## config.mk

```make
export PLATFORM = sky130hd
export DESIGN_NAME = sipo_frame_ctrl_flat
export DESIGN_NICKNAME = d
export VERILOG_FILES = /design/src/rtl/sipo_frame_ctrl_if.sv /design/src/rtl/sipo_frame_ctrl.sv /design/src/flat_wrapper.sv
export SDC_FILE = /design/constraint.sdc
export NUM_CORES = 1
export LEC_CHECK = 0
export CELL_PAD_IN_SITES_DETAIL_PLACEMENT = 1
export CELL_PAD_IN_SITES_GLOBAL_PLACEMENT = 1
export CORE_MARGIN = 2
export CORE_UTILIZATION = 35
export DETAILED_ROUTE_END_ITERATION = 10
export PLACE_DENSITY = 0.75
export SYNTH_ARGS = -nofsm -noshare
export SYNTH_HDL_FRONTEND = slang
export SYNTH_SLANG_ARGS = --single-unit
```

## constraint.sdc

```tcl
create_clock -name clk -period 1.6 [get_ports clk]
set_clock_uncertainty 0.05 [all_clocks]
set_input_delay 0.32 -clock clk [delete_from_list [all_inputs] [get_ports clk]]
set_output_delay 0.32 -clock clk [all_outputs]
set_load 0.02 [all_outputs]
```

## src/rtl/sipo_frame_ctrl_if.sv

```systemverilog
// Serial-in / parallel-out word bus between a bit source, the frame controller and a word sink.
// The slave modport is the controller's view; the master modport is the source/sink side.
interface sipo_frame_ctrl_if #(
    parameter int WIDTH = 4
);
    logic             serial_in;
    logic             start;
    logic [WIDTH-1:0] parallel_out;
    logic             out_valid;
    logic             out_ready;
    logic             busy;
    logic             overrun;
    logic             ovr_clr;

    modport slave (
        input  serial_in,
        input  start,
        input  out_ready,
        input  ovr_clr,
        output parallel_out,
        output out_valid,
        output busy,
        output overrun
    );

    modport master (
        output serial_in,
        output start,
        output out_ready,
        output ovr_clr,
        input  parallel_out,
        input  out_valid,
        input  busy,
        input  overrun
    );
endinterface

```

## src/rtl/sipo_frame_ctrl.sv

```systemverilog
// Captures MSB-first serial words of WIDTH bits and offers each one on a valid/ready output.
// A word that completes while the previous one is still unconsumed is dropped and flagged.
module sipo_frame_ctrl #(
    parameter int WIDTH = 4
) (
    input  logic              clk,
    input  logic              reset,
    sipo_frame_ctrl_if.slave  bus
);
    localparam int CNT_W = (WIDTH > 2) ? $clog2(WIDTH) : 1;

    typedef enum logic [0:0] {
        ST_IDLE  = 1'b0,
        ST_SHIFT = 1'b1
    } state_t;

    state_t             r_state;
    state_t             w_state_nxt;
    logic [CNT_W-1:0]   r_cnt;
    logic [CNT_W-1:0]   w_cnt_nxt;
    // Only WIDTH-1 bits are kept; the last bit is merged straight into the candidate word.
    logic [WIDTH-2:0]   r_sreg;
    logic [WIDTH-1:0]   w_word;
    logic               w_complete;
    logic               w_accept;
    logic [WIDTH-1:0]   r_parallel_out;
    logic               r_out_valid;
    logic               r_overrun;

    assign w_word     = {r_sreg, bus.serial_in};
    assign w_complete = (r_state == ST_SHIFT) && (r_cnt == CNT_W'(WIDTH - 1));
    assign w_accept   = r_out_valid && bus.out_ready;

    // State, bit counter and shift register
    always_ff @(posedge clk or negedge reset) begin
        if (!reset) begin
            r_state <= ST_IDLE;
            r_cnt   <= {CNT_W{1'b0}};
            r_sreg  <= {(WIDTH-1){1'b0}};
        end else begin
            r_state <= w_state_nxt;
            r_cnt   <= w_cnt_nxt;
            if (r_state == ST_SHIFT) begin
                r_sreg <= w_word[WIDTH-2:0];
            end else begin
                r_sreg <= r_sreg;
            end
        end
    end

    // Next-state and counter logic
    always_comb begin
        w_state_nxt = r_state;
        w_cnt_nxt   = r_cnt;
        case (r_state)
            ST_IDLE: begin
                if (bus.start) begin
                    w_state_nxt = ST_SHIFT;
                    w_cnt_nxt   = {CNT_W{1'b0}};
                end else begin
                    w_state_nxt = ST_IDLE;
                end
            end
            ST_SHIFT: begin
                if (w_complete) begin
                    w_state_nxt = bus.start ? ST_SHIFT : ST_IDLE;
                    w_cnt_nxt   = {CNT_W{1'b0}};
                end else begin
                    w_cnt_nxt   = r_cnt + CNT_W'(1);
                end
            end
            default: begin
                w_state_nxt = ST_IDLE;
                w_cnt_nxt   = {CNT_W{1'b0}};
            end
        endcase
    end

    // Output word handshake and sticky overrun flag
    always_ff @(posedge clk or negedge reset) begin
        if (!reset) begin
            r_parallel_out <= {WIDTH{1'b0}};
            r_out_valid    <= 1'b0;
            r_overrun      <= 1'b0;
        end else begin
            if (w_complete && (!r_out_valid || w_accept)) begin
                r_parallel_out <= w_word;
                r_out_valid    <= 1'b1;
            end else if (w_accept) begin
                r_out_valid    <= 1'b0;
            end else begin
                r_out_valid    <= r_out_valid;
            end
            // A drop on the same edge as a clear must leave the flag set
            if (w_complete && r_out_valid && !bus.out_ready) begin
                r_overrun <= 1'b1;
            end else if (bus.ovr_clr) begin
                r_overrun <= 1'b0;
            end else begin
                r_overrun <= r_overrun;
            end
        end
    end

    assign bus.parallel_out = r_parallel_out;
    assign bus.out_valid    = r_out_valid;
    assign bus.overrun      = r_overrun;
    assign bus.busy         = (r_state == ST_SHIFT);
endmodule

```

## src/flat_wrapper.sv

```systemverilog
// flat-port wrapper written by rule: the top's interface ports become plain ports
module sipo_frame_ctrl_flat 
#(
    parameter int WIDTH = 4
)
  (clk, reset, bus_serial_in, bus_start, bus_out_ready, bus_ovr_clr, bus_parallel_out, bus_out_valid, bus_busy, bus_overrun);
  sipo_frame_ctrl_if #(.WIDTH(WIDTH)) bus_i ();
  input  logic clk;
  input  logic reset;
  input wire logic [$bits(bus_i.serial_in)-1:0] bus_serial_in;
  input wire logic [$bits(bus_i.start)-1:0] bus_start;
  input wire logic [$bits(bus_i.out_ready)-1:0] bus_out_ready;
  input wire logic [$bits(bus_i.ovr_clr)-1:0] bus_ovr_clr;
  output wire logic [$bits(bus_i.parallel_out)-1:0] bus_parallel_out;
  output wire logic [$bits(bus_i.out_valid)-1:0] bus_out_valid;
  output wire logic [$bits(bus_i.busy)-1:0] bus_busy;
  output wire logic [$bits(bus_i.overrun)-1:0] bus_overrun;
  assign bus_i.serial_in = bus_serial_in;
  assign bus_i.start = bus_start;
  assign bus_i.out_ready = bus_out_ready;
  assign bus_i.ovr_clr = bus_ovr_clr;
  assign bus_parallel_out = bus_i.parallel_out;
  assign bus_out_valid = bus_i.out_valid;
  assign bus_busy = bus_i.busy;
  assign bus_overrun = bus_i.overrun;
  sipo_frame_ctrl #(.WIDTH(WIDTH)) u_core (.clk(clk), .reset(reset), .bus(bus_i));
endmodule
```

==> summary.txt, run 1 <==
Die
  – Rows: 13
  – Ports: 13
  – Die width: approximately 41 um
  – Core footprint: 1285 sq um
  – Initial Utilization: 0.3720
  – Die area: 1677 sq um
  – Die height: 40.96 um

GRT
  – Total gr overflow: 0
  – Vias in the first global route: 340
  – Initial antenna violation count: 0
  – Largest net degree at the start of global routing: 13
  – Global-route wire length before repair: between 1000 and 1500 um
  – Total GRT Usage: 0.1483

STA
  – Worst-margin pin slew: roughly 0.53 ns
  – F_max: 730.0 MHz
  – Rel. slew slack: 0.6457
  – Final Hold Viols: 0
  – Setup_tns: 0 ns
  – Final setup fails: 0
  – Final Max Slew Viols: 0
  – Fin crit period: 1.370 ns
  – Final period util: 0.8562
  – Setup ws final: 0.2301 ns
  – RSZ-0062 raised after global routing: no

Power and ir drop
  – VDD IR-drop max: 0.0006431 V
  – Static leakage: just over 0.3 nW
  – Power Density: ~1900 nW/um^2
  – Total Power: between 0.001 and 0.0015 W

Detailed routing
  – Post-DR wirelength/cell: 15.42 um
  – Vias: 307
  – Via density: 4.797
  – DRC viols: 0
  – DRT iter0 DRCs: 2
  – First drt pass iteration count: 2
  – Routed Antenna Nets: 0
  – DRT Wirelength: 987 um

Synth
  – Register area share after synthesis: 0.6283
  – Syn Std Cell Area: 478.0 sq um
  – Syn Area/Cell: 14.48 sq um
  – YS warnings: 0
  – Cell count after synthesis: 33
  – Seq cells post-synth: 12
  – Synth unique cells: 13
  – Syn_nets: 40

Outcome
  – Status: complete, no violations

Final layout
  – Final cell count without fillers: 64
  – Area Growth Syn to Fin: 35.08%
  – Fin nets: 58
  – Layout cells sized above 1: 0.2857
  – Number of inserted diodes: 0
  – Final core utilization: 0.5024

Clock tree
  – Clk slew on worst S/H paths: 0.07 ns
  – Clock latency on the worst-skew pair: ~0.26 ns
  – CTS Sinks: 12
  – CTS resizes: 5
  – CTS Buf Count: 3
  – Htree depth: 1
  – Root buf cell: clkbuf_4
  – Post-CTS Setup Inserts: 0
  – Hold-fix buffers at CTS: 0
  – CTS max path bufs: 2
  – CTS tree: done

Worst setup path
  – Crit start category: input port
  – Worst path arrival time: 1.47 ns
  – R2r setup slk: between 0.2 and 0.25 ns
  – Setup crit end kind: flip-flop
  – Crit path max fanout: 4
  – Critical path data required time: ~1.7 ns
  – CP Class: input port to flip-flop

Job
  – # Max-Cap Violations: 0

Placed design
  – Inst Count DP: slightly above 60
  – I/O Buffers: 12
  – Gpl congestion: 0.7735
  – DP HPWL: 786.1 um
  – Placement Setup Slack: -0.06536 ns

Hold path
  – Type of the tightest min-delay check: input port to asynchronous set/reset pin
worst paths after layout:
check	startpoint	end	depth (start not counted)
worst max-delay path	bus_out_ready	u_core.bus.parallel_out[3]	4
worst min-delay path	reset	u_core.bus.parallel_out[0]	1
worst max register to register	u_core.r_cnt[0]	u_core.bus.parallel_out[3]	4
worst min register to register	u_core.r_cnt[0]	u_core.r_cnt[0]	1
max in group asynchronous	reset	u_core.bus.overrun	1
min in group clk	u_core.r_cnt[0]	u_core.r_cnt[0]	1
cell type report:
cell class / count / area [sq um]
repair buffers: 14 / 133.9
inverters: 1 / 3.754
clock buffers: 3 / 22.52
well taps: 15 / 18.77
flip-flops and latches: 12 / 300.3
fillers: 140 / 639.4
multi-input cells: 19 / 166.4
sequential cells by signal, indices dropped and copies added, names as in the netlist:
signal,flops
u_core.bus.parallel_out,4
u_core.r_cnt,2
u_core.bus.overrun,1
u_core.bus.busy,1
u_core.r_sreg,3
u_core.bus.out_valid,1
placed cells by master (no fill, tap or decap):
cell type and instances:
nand2_1 2, nor2_1 1, o21ai_0 1, inv_1 1
ha_1 1, nand2_4 1, nor2b_4 1, nand2b_1 3
o22ai_1 1, buf_4 2, dfrtp_1 12, dlygate4sd2_1 5
a22o_1 1, clkbuf_4 3, clkdlybuf4s50_1 5, mux2_2 7
dlymetal6s2s_1 2
cells by family after synthesis:
group | count (synthesis) | synth area share
buffers and inverters | 2 | 0.02356
AND/OR/NAND/NOR | 8 | 0.1152
AO/OA/AOI/OAI | 3 | 0.04189
multiplexers | 7 | 0.1649
adder cells (fa/ha/maj) | 1 | 0.02617
flip-flops | 12 | 0.6283
power breakdown:
part | switching (W) | leakage [nW] | internal (W)
Clock | 0.0000872 | 0.0138 | 0.0000869
Combinational | 0.000270 | 0.152 | 0.000278
Sequential | 0.0000752 | 0.142 | 0.000439
metal layers:
layer  up-vias  share of wire  routed length [um]  global-route usage
li1        144              -                   -                   -
met1       151           0.40                 394              0.1888
met2        10           0.52                 517              0.2227
met3         2          0.071                  70             0.03261
met4         0         0.0041                   4              0.1000
met5         -              0                   0                   0
critical path, cell delays in order:
cell and delay [ns]:
clkdlybuf4s50_1 0.44, nand2b_1 0.13, nor2b_4 0.21, mux2_2 0.36
metrics by stage:
step / hold WS [ns] / instance area, sq um
2_1_floorplan: -0.02559 / 478.0
3_3_place_gp: 0.4319 / 624.3
3_5_place_dp: 0.4480 / 624.3
4_1_cts: 0.3677 / 640.6
5_1_grt: 0.3863 / 645.6
6_report: 0.3521 / 645.6
cell usage after synthesis (all sizes together):
cell	instances	area (sq um)
ha	1	12.51
dfrtp	12	300.3
o21ai	1	5.000
o22ai	1	6.260
buf	1	7.510
a22o	1	8.760
nand2b	3	18.77
inv	1	3.750
mux2	7	78.83
nand2	3	18.77
nor2	1	3.750
nor2b	1	13.76
Note: power is estimated with default switching activity, not from simulation.
==> run 2, diff against run 1 <==
--- a/config.mk
+++ b/config.mk
@@ -7,7 +7,7 @@
 export LEC_CHECK = 0
 export CELL_PAD_IN_SITES_DETAIL_PLACEMENT = 1
 export CELL_PAD_IN_SITES_GLOBAL_PLACEMENT = 1
-export CORE_MARGIN = 2
+export CORE_MARGIN = 1.5
 export CORE_UTILIZATION = 35
 export DETAILED_ROUTE_END_ITERATION = 10
 export PLACE_DENSITY = 0.75
==> run 2 against run 1 <==
Compared with the run above:
- maximum frequency hardly changed
- global-route usage is 0.084 points higher
- flip-flop and latch count stayed put
- clock power is 36% higher
- setup slack hardly changed
- largest cell class unchanged
- critical endpoint unchanged
==> summary.txt, run 2 (synthesis results as in run 1) <==
Outcome
  – Status: complete, no violations

Detailed routing
  – Post-DR wirelength/cell: around 15 um
  – Routed Antenna Nets: 0
  – DRT Wirelength: about 950 um
  – DRT iter0 DRCs: 0
  – DRC viols: 0
  – Vias: between 300 and 400
  – Via density: just under 5
  – First drt pass iteration count: 1

Final layout
  – Layout cells sized above 1: 0.3000
  – Area Growth Syn to Fin: 36.39%
  – Max reg flops: 4
  – Number of inserted diodes: 0
  – Design area: 651.9 sq um
  – Final cell count without fillers: 65
  – Fillcell total: 132
  – Multi-input gate area: between 150 and 200 sq um
  – Final core utilization: 0.5073
  – Commonest non-fill, non-tap cell in the layout: dfrtp_1
  – Register Area: 300.3 sq um
  – Fin nets: 58
  – Most frequent cells in the layout: dfrtp_1, mux2_2, dlygate4sd2_1

Placed design
  – I/O Buffers: 12
  – Gpl congestion: between 0.7 and 0.8
  – DP HPWL: 759.9 um
  – Inst Count DP: slightly above 60
  – Post-DP Area: 624.3 sq um
  – Placement Setup Slack: -0.06924 ns

Clock tree
  – CTS tree: done
  – Clk slew on worst S/H paths: 0.07 ns
  – Post-CTS Setup Inserts: 0
  – CTS Buf Count: 3
  – Root buf cell: clkbuf_4
  – Clock latency on the worst-skew pair: 0.27 ns
  – Htree depth: 1
  – CTS Sinks: 12
  – CTS max path bufs: 2

Power and ir drop
  – VDD IR-drop max: 0.0007353 V
  – Static leakage: about 0.30 nW
  – Internal: 0.0008454 W
  – Switching portion of total power: 0.3442
  – P_sw: about 0.00044 W
  – Clock share of power: 0.183
  – Sequential power share: 0.400
  – Combinational group share of total power: 0.417
  – Power Density: slightly below 2000 nW/um^2

GRT
  – Vias in the first global route: 330
  – Total GRT Usage: 0.1491
  – Largest net degree at the start of global routing: 13
  – Global-route wire length before repair: between 1000 and 1500 um
  – Total gr overflow: 0
  – Initial antenna violation count: 0

STA
  – Final Max Slew Viols: 0
  – RSZ-0062 raised after global routing: no
  – Setup ws final: 0.2303 ns
  – Final setup fails: 0
  – Final Hold Viols: 0
  – Final period util: 0.8561
  – Worst-margin pin slew: 0.5150 ns
  – Rel. slew slack: 0.6556
  – Fin crit period: 1.370 ns
  – F_max: 730.1 MHz

Worst setup path
  – CP Class: input port to flip-flop
  – Worst path arrival time: 1.48 ns
  – Critical path data required time: ~1.7 ns
  – Crit start category: input port
  – Slowest stage delay, CP: approximately 0.45 ns
  – Slowest library cell on the worst path: clkdlybuf4s50_1
  – Crit path max fanout: 4
  – Setup crit end kind: flip-flop
  – Critical-path cell list: clkdlybuf4s50_1 > nand2b_1 > nor2b_4 > mux2_2
  – WP buf/inv: 1
  – Family with the most delay on the worst path: buffers and inverters

Die
  – Ports: 13
  – Die area: 1596 sq um
  – Rows: 13
  – Initial Utilization: 0.3720
  – Die height: 39.96 um
  – Core footprint: 1285 sq um
  – Die width: 39.96 um

Hold path
  – Type of the tightest min-delay check: input port to asynchronous set/reset pin

Job
  – # Max-Cap Violations: 0
[run 2: cell count changes in the layout (fill, tap and decap cells not counted), sizes merged]
cell	before	now
clkbuf	3	4
dlygate4sd2	5	7
dlymetal6s2s	2	0
[run 2: worst paths after layout]
path                                 startpoint                          to  slack [ns]  depth (start not counted)
worst max-delay path              bus_out_ready  u_core.bus.parallel_out[3]        0.23                          4
worst min-delay path                      reset  u_core.bus.parallel_out[0]        0.34                          1
worst max register to register  u_core.r_cnt[0]  u_core.bus.parallel_out[3]        0.24                          4
worst min register to register  u_core.r_cnt[0]             u_core.r_cnt[0]        0.46                          1
max in group asynchronous                 reset             u_core.bus.busy        0.82                          1
min in group clk                u_core.r_cnt[0]             u_core.r_cnt[0]        0.46                          1
[run 2: routing by layer]
layer / GRT usage / routed length [um] / up-vias
li1: - / - / 146
met1: 0.1516 / 387 / 154
met2: 0.2298 / 471 / 12
met3: 0.08333 / 71 / 2
met4: 0.1034 / 18 / 0
met5: 0 / 0 / -
[run 2: power by group through the flow]
stage / Combinational, W / Clock [W] / Sequential [W]
3_3_place_gp: 0.000565 / 0 / 0.000511
2_1_floorplan: 0.000270 / 0 / 0.000598
6_report: 0.000538 / 0.000236 / 0.000516
3_5_place_dp: 0.000600 / 0 / 0.000527
4_1_cts: 0.000547 / 0.000245 / 0.000519
5_1_grt: 0.000585 / 0.000262 / 0.000535
[run 2: layout make-up]
type | instances | share of cell area
Sequential cell | 12 | 0.4607
Multi-Input combinational cell | 19 | 0.2553
Timing Repair Buffer | 14 | 0.1939
Clock buffer | 4 | 0.05566
Tap cell | 15 | 0.02879
Inverter | 1 | 0.005758
[run 2: per-stage QoR]
stage,total power (W),setup TNS [ns],hold slack [ns]
floorplan,0.0008680,0,-0.02559
global placement,0.001076,0,0.4319
detailed placement,0.001127,-0.2577,0.4487
CTS,0.001311,0,0.3488
global route,0.001381,0,0.3606
finish,0.001289,0,0.3358
[run 2: timing repair]
item	CTS	global route
setup endpoints to repair	7	0
gates resized for setup	7	0
hold buffers	0	0
